==> config.mk <==
export PLATFORM = sky130hd
export DESIGN_NAME = mod_matrix
export DESIGN_NICKNAME = d
export VERILOG_FILES = /design/src/rtl/mod_matrix_pkg.sv /design/src/rtl/mod_matrix_gain.sv /design/src/rtl/mod_matrix.sv
export SDC_FILE = /design/constraint.sdc
export NUM_CORES = 2
export LEC_CHECK = 0
export BUFFER_PORTS_ARGS = -buffer_cell sky130_fd_sc_hd__buf_2
export CORE_UTILIZATION = 65
export CTS_BUF_LIST = sky130_fd_sc_hd__clkbuf_2
export CTS_CLUSTER_SIZE = 30
export DETAILED_ROUTE_END_ITERATION = 10
export HOLD_SLACK_MARGIN = 0.02
export PLACE_DENSITY = 0.92
export SETUP_SLACK_MARGIN = 0.02
export SLEW_MARGIN = 10
export SYNTH_ARGS = -nofsm -noshare
export SYNTH_HDL_FRONTEND = slang
export SYNTH_SLANG_ARGS = --single-unit
==> constraint.sdc <==
create_clock -name clk -period 17.42 [get_ports clk]
set_clock_uncertainty 0.1 [all_clocks]
set_input_delay 1.742 -clock clk [delete_from_list [all_inputs] [get_ports clk]]
set_output_delay 1.742 -clock clk [all_outputs]
set_load 0.01 [all_outputs]
==> src/rtl/mod_matrix_pkg.sv <==
// mod_matrix_pkg: shared types and helpers for the routing-and-gain matrix.
//   - mm_state_e : evaluation sequencer states
//   - dk_state_e : per-destination de-click states (used with MOD_MATRIX_DECLICK_EN)
//   - sel_w/out_w: widths of the source-select and destination-index fields
//   - sat_to_bits: clamp a signed value into a signed field of 'bits' width
package mod_matrix_pkg;

    typedef enum logic [1:0] {
        ST_IDLE,
        ST_RUN,
        ST_DONE
    } mm_state_e;

    typedef enum logic [1:0] {
        DK_IDLE,
        DK_FADE_OUT,
        DK_FADE_IN
    } dk_state_e;

    // One extra code above the last source encodes mute.
    function automatic int sel_w(input int nin);
        return $clog2(nin + 1);
    endfunction

    function automatic int out_w(input int nout);
        return (nout > 1) ? $clog2(nout) : 1;
    endfunction

    function automatic logic signed [63:0] sat_to_bits(input logic signed [63:0] v,
                                                        input int unsigned      bits);
        logic signed [63:0] hi;
        logic signed [63:0] lo;
        hi = (64'sd1 <<< (bits - 1)) - 64'sd1;
        lo = -(64'sd1 <<< (bits - 1));
        if (v > hi) return hi;
        if (v < lo) return lo;
        return v;
    endfunction

endpackage

==> src/rtl/mod_matrix_gain.sv <==
// mod_matrix_gain: combinational gain stage shared by every destination slot.
//   x_i    : signed source sample
//   gain_i : unsigned gain, Q1.(GAINBITS-1)
//   y_o    : (x_i * gain_i) >>> (GAINBITS-1), floored and saturated to BITSIZE
module mod_matrix_gain
    import mod_matrix_pkg::*;
#(
    parameter int BITSIZE  = 16,
    parameter int GAINBITS = 8
) (
    input  logic signed [BITSIZE-1:0]  x_i,
    input  logic        [GAINBITS-1:0] gain_i,
    output logic        [BITSIZE-1:0]  y_o
);

    localparam int PW = BITSIZE + GAINBITS + 1;

    logic signed [PW-1:0] prod;
    logic signed [PW-1:0] shifted;

    always_comb begin
        // Zero-extend the gain so it is never read as negative.
        prod    = PW'(x_i) * PW'($signed({1'b0, gain_i}));
        shifted = prod >>> (GAINBITS - 1);
        y_o     = BITSIZE'(sat_to_bits(64'(shifted), BITSIZE));
    end

endmodule

==> src/rtl/mod_matrix.sv <==
// mod_matrix: time-multiplexed NIN-source x NOUT-destination routing matrix with
// per-route gain. One destination is evaluated per cycle after each accepted
// sample_stb; all outputs update together with a one-cycle out_valid pulse.
// Optional feature macro: MOD_MATRIX_DECLICK_EN (per-destination gain ramping).
//   clk, rst_n          : clock, asynchronous active-low reset
//   sample_stb          : one pulse per audio sample
//   in_flat             : packed source samples
//   cfg_wr/out/sel/gain : shadow route write port (sel == NIN mutes)
//   out_flat, out_valid : packed destination samples and update strobe
//   busy, overrun       : evaluation in progress; sticky strobe-while-busy flag
module mod_matrix
    import mod_matrix_pkg::*;
#(
    parameter int  BITSIZE   = 16,
    parameter int  NIN       = 10,
    parameter int  NOUT      = 11,
    parameter int  GAINBITS  = 8,
    parameter int  RAMP_STEP = 8,
    localparam int SEL_W     = sel_w(NIN),
    localparam int OUT_W     = out_w(NOUT)
) (
    input  logic                    clk,
    input  logic                    rst_n,
    input  logic                    sample_stb,
    input  logic [NIN*BITSIZE-1:0]  in_flat,
    input  logic                    cfg_wr,
    input  logic [OUT_W-1:0]        cfg_out,
    input  logic [SEL_W-1:0]        cfg_sel,
    input  logic [GAINBITS-1:0]     cfg_gain,
    output logic [NOUT*BITSIZE-1:0] out_flat,
    output logic                    out_valid,
    output logic                    busy,
    output logic                    overrun
);

    localparam logic [GAINBITS-1:0] UNITY  = {1'b1, {(GAINBITS-1){1'b0}}};
    localparam logic [SEL_W-1:0]    MUTE   = SEL_W'(NIN);
    localparam logic [OUT_W-1:0]    K_LAST = OUT_W'(NOUT - 1);
    localparam logic [OUT_W:0]      NOUT_C = (OUT_W + 1)'(NOUT);

    mm_state_e          state_q, state_d;
    logic [OUT_W-1:0]   k_q, k_d;
    logic               accept;
    logic               overrun_q, overrun_d;
    logic               out_valid_q;

    logic [BITSIZE-1:0]  in_buf_q   [NIN];
    logic [SEL_W-1:0]    shd_sel_q  [NOUT];
    logic [GAINBITS-1:0] shd_gain_q [NOUT];
    logic [SEL_W-1:0]    act_sel_q  [NOUT];
    logic [BITSIZE-1:0]  work_q     [NOUT];
    logic [BITSIZE-1:0]  out_q      [NOUT];

    logic [SEL_W-1:0]    cur_sel;
    logic [GAINBITS-1:0] cur_gain;
    logic [BITSIZE-1:0]  x_src;
    logic [BITSIZE-1:0]  res;

    always_comb begin
        state_d = state_q;
        k_d     = k_q;
        accept  = 1'b0;
        unique case (state_q)
            ST_IDLE: if (sample_stb) begin
                state_d = ST_RUN;
                k_d     = '0;
                accept  = 1'b1;
            end
            ST_RUN: begin
                k_d = k_q + 1'b1;
                if (k_q == K_LAST) state_d = ST_DONE;
            end
            ST_DONE: state_d = ST_IDLE;
            default: state_d = ST_IDLE;
        endcase
    end

    assign busy      = (state_q != ST_IDLE);
    assign overrun_d = overrun_q | (sample_stb & busy);
    assign overrun   = overrun_q;
    assign out_valid = out_valid_q;

    always_comb begin
        out_flat = '0;
        for (int i = 0; i < NOUT; i++) out_flat[i*BITSIZE +: BITSIZE] = out_q[i];
    end

    assign x_src = (cur_sel < MUTE) ? in_buf_q[cur_sel] : '0;

    mod_matrix_gain #(
        .BITSIZE  (BITSIZE),
        .GAINBITS (GAINBITS)
    ) u_gain (
        .x_i    (x_src),
        .gain_i (cur_gain),
        .y_o    (res)
    );

    always_ff @(posedge clk or negedge rst_n) begin
        if (!rst_n) begin
            state_q     <= ST_IDLE;
            k_q         <= '0;
            overrun_q   <= 1'b0;
            out_valid_q <= 1'b0;
            for (int i = 0; i < NIN; i++) in_buf_q[i] <= '0;
            for (int i = 0; i < NOUT; i++) begin
                shd_sel_q[i]  <= MUTE;
                shd_gain_q[i] <= UNITY;
                work_q[i]     <= '0;
                out_q[i]      <= '0;
            end
        end else begin
            state_q     <= state_d;
            k_q         <= k_d;
            overrun_q   <= overrun_d;
            out_valid_q <= 1'b0;
            if (cfg_wr && ({1'b0, cfg_out} < NOUT_C)) begin
                shd_sel_q[cfg_out]  <= cfg_sel;
                shd_gain_q[cfg_out] <= cfg_gain;
            end
            if (accept) begin
                for (int i = 0; i < NIN; i++) in_buf_q[i] <= in_flat[i*BITSIZE +: BITSIZE];
            end
            if (state_q == ST_RUN) begin
                work_q[k_q] <= res;
                // Last slot bypasses its working register so the whole set
                // lands in out_q on the same edge that raises out_valid.
                if (k_q == K_LAST) begin
                    for (int i = 0; i < NOUT; i++)
                        out_q[i] <= (OUT_W'(i) == k_q) ? res : work_q[i];
                    out_valid_q <= 1'b1;
                end
            end
        end
    end

`ifdef MOD_MATRIX_DECLICK_EN
    localparam logic [GAINBITS-1:0] STEP = GAINBITS'(RAMP_STEP);

    // Targets are frozen at commit so mid-evaluation writes wait a sample.
    logic [SEL_W-1:0]    tgt_sel_q  [NOUT];
    logic [GAINBITS-1:0] tgt_gain_q [NOUT];
    logic [GAINBITS-1:0] g_q        [NOUT];
    dk_state_e           dk_q       [NOUT];

    logic [SEL_W-1:0]    ts, nsel;
    logic [GAINBITS-1:0] tg, ng;
    dk_state_e           ndk;

    always_comb begin
        nsel = act_sel_q[k_q];
        ng   = g_q[k_q];
        ndk  = dk_q[k_q];
        ts   = tgt_sel_q[k_q];
        tg   = tgt_gain_q[k_q];
        if ((nsel != ts) && (ng != '0)) begin
            ng  = (ng > STEP) ? ng - STEP : '0;
            ndk = DK_FADE_OUT;
            if (ng == '0) begin
                nsel = ts;
                ndk  = DK_FADE_IN;
            end
        end else begin
            // Either already on the target source, or silent and free to switch.
            nsel = ts;
            if (ng < tg)      ng = ((tg - ng) > STEP) ? ng + STEP : tg;
            else if (ng > tg) ng = ((ng - tg) > STEP) ? ng - STEP : tg;
            ndk = (ng == tg) ? DK_IDLE : DK_FADE_IN;
        end
        cur_sel  = nsel;
        cur_gain = ng;
    end

    always_ff @(posedge clk or negedge rst_n) begin
        if (!rst_n) begin
            for (int i = 0; i < NOUT; i++) begin
                act_sel_q[i]  <= MUTE;
                tgt_sel_q[i]  <= MUTE;
                tgt_gain_q[i] <= UNITY;
                g_q[i]        <= '0;
                dk_q[i]       <= DK_IDLE;
            end
        end else begin
            if (accept) begin
                for (int i = 0; i < NOUT; i++) begin
                    tgt_sel_q[i]  <= shd_sel_q[i];
                    tgt_gain_q[i] <= shd_gain_q[i];
                end
            end
            if (state_q == ST_RUN) begin
                act_sel_q[k_q] <= nsel;
                g_q[k_q]       <= ng;
                dk_q[k_q]      <= ndk;
            end
        end
    end
`else
    logic [GAINBITS-1:0] act_gain_q [NOUT];

    assign cur_sel  = act_sel_q[k_q];
    assign cur_gain = act_gain_q[k_q];

    always_ff @(posedge clk or negedge rst_n) begin
        if (!rst_n) begin
            for (int i = 0; i < NOUT; i++) begin
                act_sel_q[i]  <= MUTE;
                act_gain_q[i] <= UNITY;
            end
        end else if (accept) begin
            for (int i = 0; i < NOUT; i++) begin
                act_sel_q[i]  <= shd_sel_q[i];
                act_gain_q[i] <= shd_gain_q[i];
            end
        end
    end
`endif

endmodule
==> run summary <==
The count of final hold-check violations is 0. The overall die width is 240.4 um. The number of antenna violations at the first check in global routing is 12. The clock net sink count is 768. The required time of the critical path is 18510 ps. The count of nets left with antenna violations once routing finished came out at 0. The category of the worst setup path capture point is a flip-flop. The routed length per instance is 19.89 um. The distinct cell type count of the synthesized netlist is 76. After routing the design area is 0.04063 mm2. The routed design has 103200 um of wire. The worst hold path belongs to the class input pin to async pin. sky130_fd_sc_hd__dfrtp_1 takes more of the synthesized area than any other cell.

Setup violations remaining at the end of the flow were counted as 0. The final-report max-slew violation count came out at 0. The weighted congestion reported at the end of routability-driven placement came out at 0.9570. Broken down by cell family, the worst path's largest delay share belongs to compound AO/OA/AOI/OAI gates.

The transition time at the pin with the least slew margin came out at around 1300 ps. The layout overhead on the synthesized area is 9.971%. The final global-route overflow total came out at 0. The number of nets in the layout came out at 4623. Among the stages of the critical path, the cell type that occurs most often is sky130_fd_sc_hd__fa_1.

The number of flops mapped to enable cells by yosys came out at 0. The worst-case headroom to the max-slew limit is 14.50%. The total via count in the routed design is 31050. The starting utilization of the core area came out at 65.64%. The type of origin of the critical path is a flip-flop.

The maximum level of the CTS H-tree came out at 4. The critical path in this run is classified as flip-flop to flip-flop. The total of hold buffers inserted after clock tree synthesis came out at 0. The flow ran to the end, and the final reports show no timing, DRC or antenna violations. The fmax came out at 89.61 MHz. The number of optimization iterations in the first detailed-route pass is 7. The number of maximum-capacitance constraint violations is 0. After floorplanning, the core was sized to cover around 0.056 mm2. The number of I/O pins came out at around 360. The delay of the slowest cell on the worst path came out at 1010 ps. The mapped netlist covers 0.03694 mm2. The maximum fanout count along the critical path came out at 71. The post-synthesis async set-or-reset flop share came out at 100.0%.

The number of standard cells after synthesis is 3966. The critical path data arrival time is 12250 ps. The share of final-layout standard cells stronger than drive strength 1 is 22.48%. The setup fix buffers added after clock tree synthesis came out at 0. Setup repair after global routing left no endpoint under its margin. The number of fill cells came out at between 3000 and 4000.

The final routed DRC violation total came out at 0. The sequential-to-total area share from yosys stat came out at 52.25%. The floorplan die height came out at between 200 and 250 um. The die covers 0.05779 mm2.

By area the synthesized netlist is led by sky130_fd_sc_hd__dfrtp_1 (48%), sky130_fd_sc_hd__nand2_1 (14%), sky130_fd_sc_hd__fa_1 (5.5%). CTS placed an instance of sky130_fd_sc_hd__clkbuf_2 at the clock tree root. During placement, the flow inserted port buffers numbering 358. The count of non-filler cells in the finished layout came out at 5187. For this run, the leading register cell type out of synthesis is sky130_fd_sc_hd__dfrtp_1.

In this run, synthesis produced a sequential element count of 768. The average footprint of a synthesized cell came out at 9.315 um2. The clock period could shrink to 11160 ps. The overall global routing resource usage is 36.91%. The pin count of the biggest net entering global routing is 184. The worst register-to-register path has a setup slack of 6260 ps. The number of warnings printed during yosys synthesis came out at 0. The CTS tree is done. The post-route core utilization came out at slightly above 70%. The number of buffers and inverters on the critical path is 4. The average via count per standard cell is roughly 6. The later-pin clock latency in the skew report came out at 1430 ps. The number of buffers added by the clock tree synthesis step is 181.

The HPWL after detailed placement is 69150 um. The total number of placement rows came out at 87. The number of global-route vias before repair came out at around 31000. The final setup TNS is 0 ps. The quantity of gates resized following cts came out at 0.

For this block, the initial DRC count from the detailed router was 3355. Counting along the longest clock path gives a buffer depth of 3. The number of nets in the synthesized netlist came out at between 4000 and 5000.

The post-placement cell area is slightly below 0.04 mm2. In this run the critical register-to-register path is captured at work_q[154]$_DFFE_PN0P_. The proportion of netlist area held by the largest area contributor is 47.55%. The reg-to-reg critical path startpoint is k_q[1]$_DFFE_PN0P_. The worst reg2reg path depth is 27. The largest individual stage delay along the critical path comes from the cell sky130_fd_sc_hd__a221oi_2.

The period utilization is 64.06%. The total instance count after detailed placement is approximately 4900. The CTS clock-pin slew for the worst setup and hold paths came out at 110 ps.

The first global-routing pass estimated 163600 um of wire.
## cells in the mapped netlist, types with 39 or more instances
library cell / number
sky130_fd_sc_hd__nand2_1: 1404
sky130_fd_sc_hd__dfrtp_1: 702
sky130_fd_sc_hd__clkbuf_1: 211
sky130_fd_sc_hd__o21ai_0: 203
sky130_fd_sc_hd__nor2_1: 190
sky130_fd_sc_hd__inv_1: 161
sky130_fd_sc_hd__mux2_2: 140
sky130_fd_sc_hd__o21ai_1: 125
sky130_fd_sc_hd__fa_1: 101
sky130_fd_sc_hd__nand3_1: 84
sky130_fd_sc_hd__a21oi_1: 81
sky130_fd_sc_hd__dfstp_2: 66
sky130_fd_sc_hd__a31oi_1: 65
sky130_fd_sc_hd__ha_1: 50
sky130_fd_sc_hd__or2_2: 39
## cells by family (layout without fill, tap and decap cells)
| logic type | count (synthesis) | count (layout) | synth area share, % |
|---|---|---|---|
| AO/OA/AOI/OAI | 600 | 600 | 9.802 |
| flip-flops | 768 | 768 | 52.25 |
| AND/OR/NAND/NOR | 1846 | 1846 | 20.17 |
| adder cells (fa/ha/maj) | 151 | 151 | 7.167 |
| multiplexers | 179 | 179 | 6.046 |
| XOR/XNOR | 10 | 10 | 0.2371 |
| other | 0 | 10 | 0 |
| buffers and inverters | 412 | 867 | 4.329 |
## how the worst max path moves through the flow
stage	start	to	slack (ps)	cells after the start
floorplan	k_q[1]$_DFFE_PN0P_	work_q[172]$_DFFE_PN0P_	9370	34
global placement	k_q[1]$_DFFE_PN0P_	work_q[94]$_DFFE_PN0P_	6940	28
detailed placement	k_q[1]$_DFFE_PN0P_	out_flat[170]$_DFFE_PN0P_	6670	28
CTS	k_q[1]$_DFFE_PN0P_	work_q[154]$_DFFE_PN0P_	6600	28
global route	k_q[0]$_DFFE_PN0P_	work_q[154]$_DFFE_PN0P_	5490	26
finish	k_q[1]$_DFFE_PN0P_	work_q[154]$_DFFE_PN0P_	6260	27
## sequential cells by signal, summed over array words and instances, names as in the netlist
register	count
out_flat	176
in_buf_q	160
work_q	160
shd_sel_q	44
shd_gain_q	88
act_gain_q	88
overrun	1
out_valid	1
k_q	4
act_sel_q	44
state_q	2
## placed cells by master (no fill, tap or decap), drive strengths merged, types with 6 or more instances in the layout
master  Yosys  final
inv       161    162
o211ai     12     12
nand2b     20     20
a21o       16     16
nand2    1404   1404
dfrtp     702    702
mux2      143    143
ha         50     50
a22oi       8      8
o21ai     338    338
clkinv      0     32
buf        40    394
nand3      84     84
dfstp      66     66
nor2b       9      9
or3        16     16
diode       0     10
fa        101    101
a221oi     11     11
mux2i      15     15
o31ai       6      6
a21oi      85     85
mux4       21     21
or2        45     45
a31oi      66     66
nor3       16     16
and2       13     13
nor2      190    190
clkbuf    211    277
and3       33     33
## layer usage
metal | wire, um | vias up | GRT usage (%)
met5 | 27 | - | 0
met2 | 48840 | 1856 | 59.22
met3 | 10180 | 438 | 8.611
met1 | 37510 | 15100 | 45.16
met4 | 6623 | 4 | 23.66
li1 | - | 13660 | -
## stage by stage
stage	hold slack [ps]	worst slack [ps]
finish	302.5	6261
detailed placement	344.5	6671
global route	336.2	5492
floorplan	332.2	9370
global placement	336.0	6941
CTS	289.1	6597
## area by class of cell
class                      count  area (um2)  share of cell area, %
antenna                       10       25.02                0.06160
clock buffer                 277        1386                  3.412
clock inverter                35       177.7                 0.4373
inverter                     161       604.3                  1.488
multi-input combinational   2786       16090                  39.59
sequential                   768       19300                  47.52
tap                          756       945.9                  2.328
timing repair buffer         394        2097                  5.162
Power is left out: the tool's default activity adds up to more than one toggle a clock period on the data nets, which glitch-free logic cannot reach.
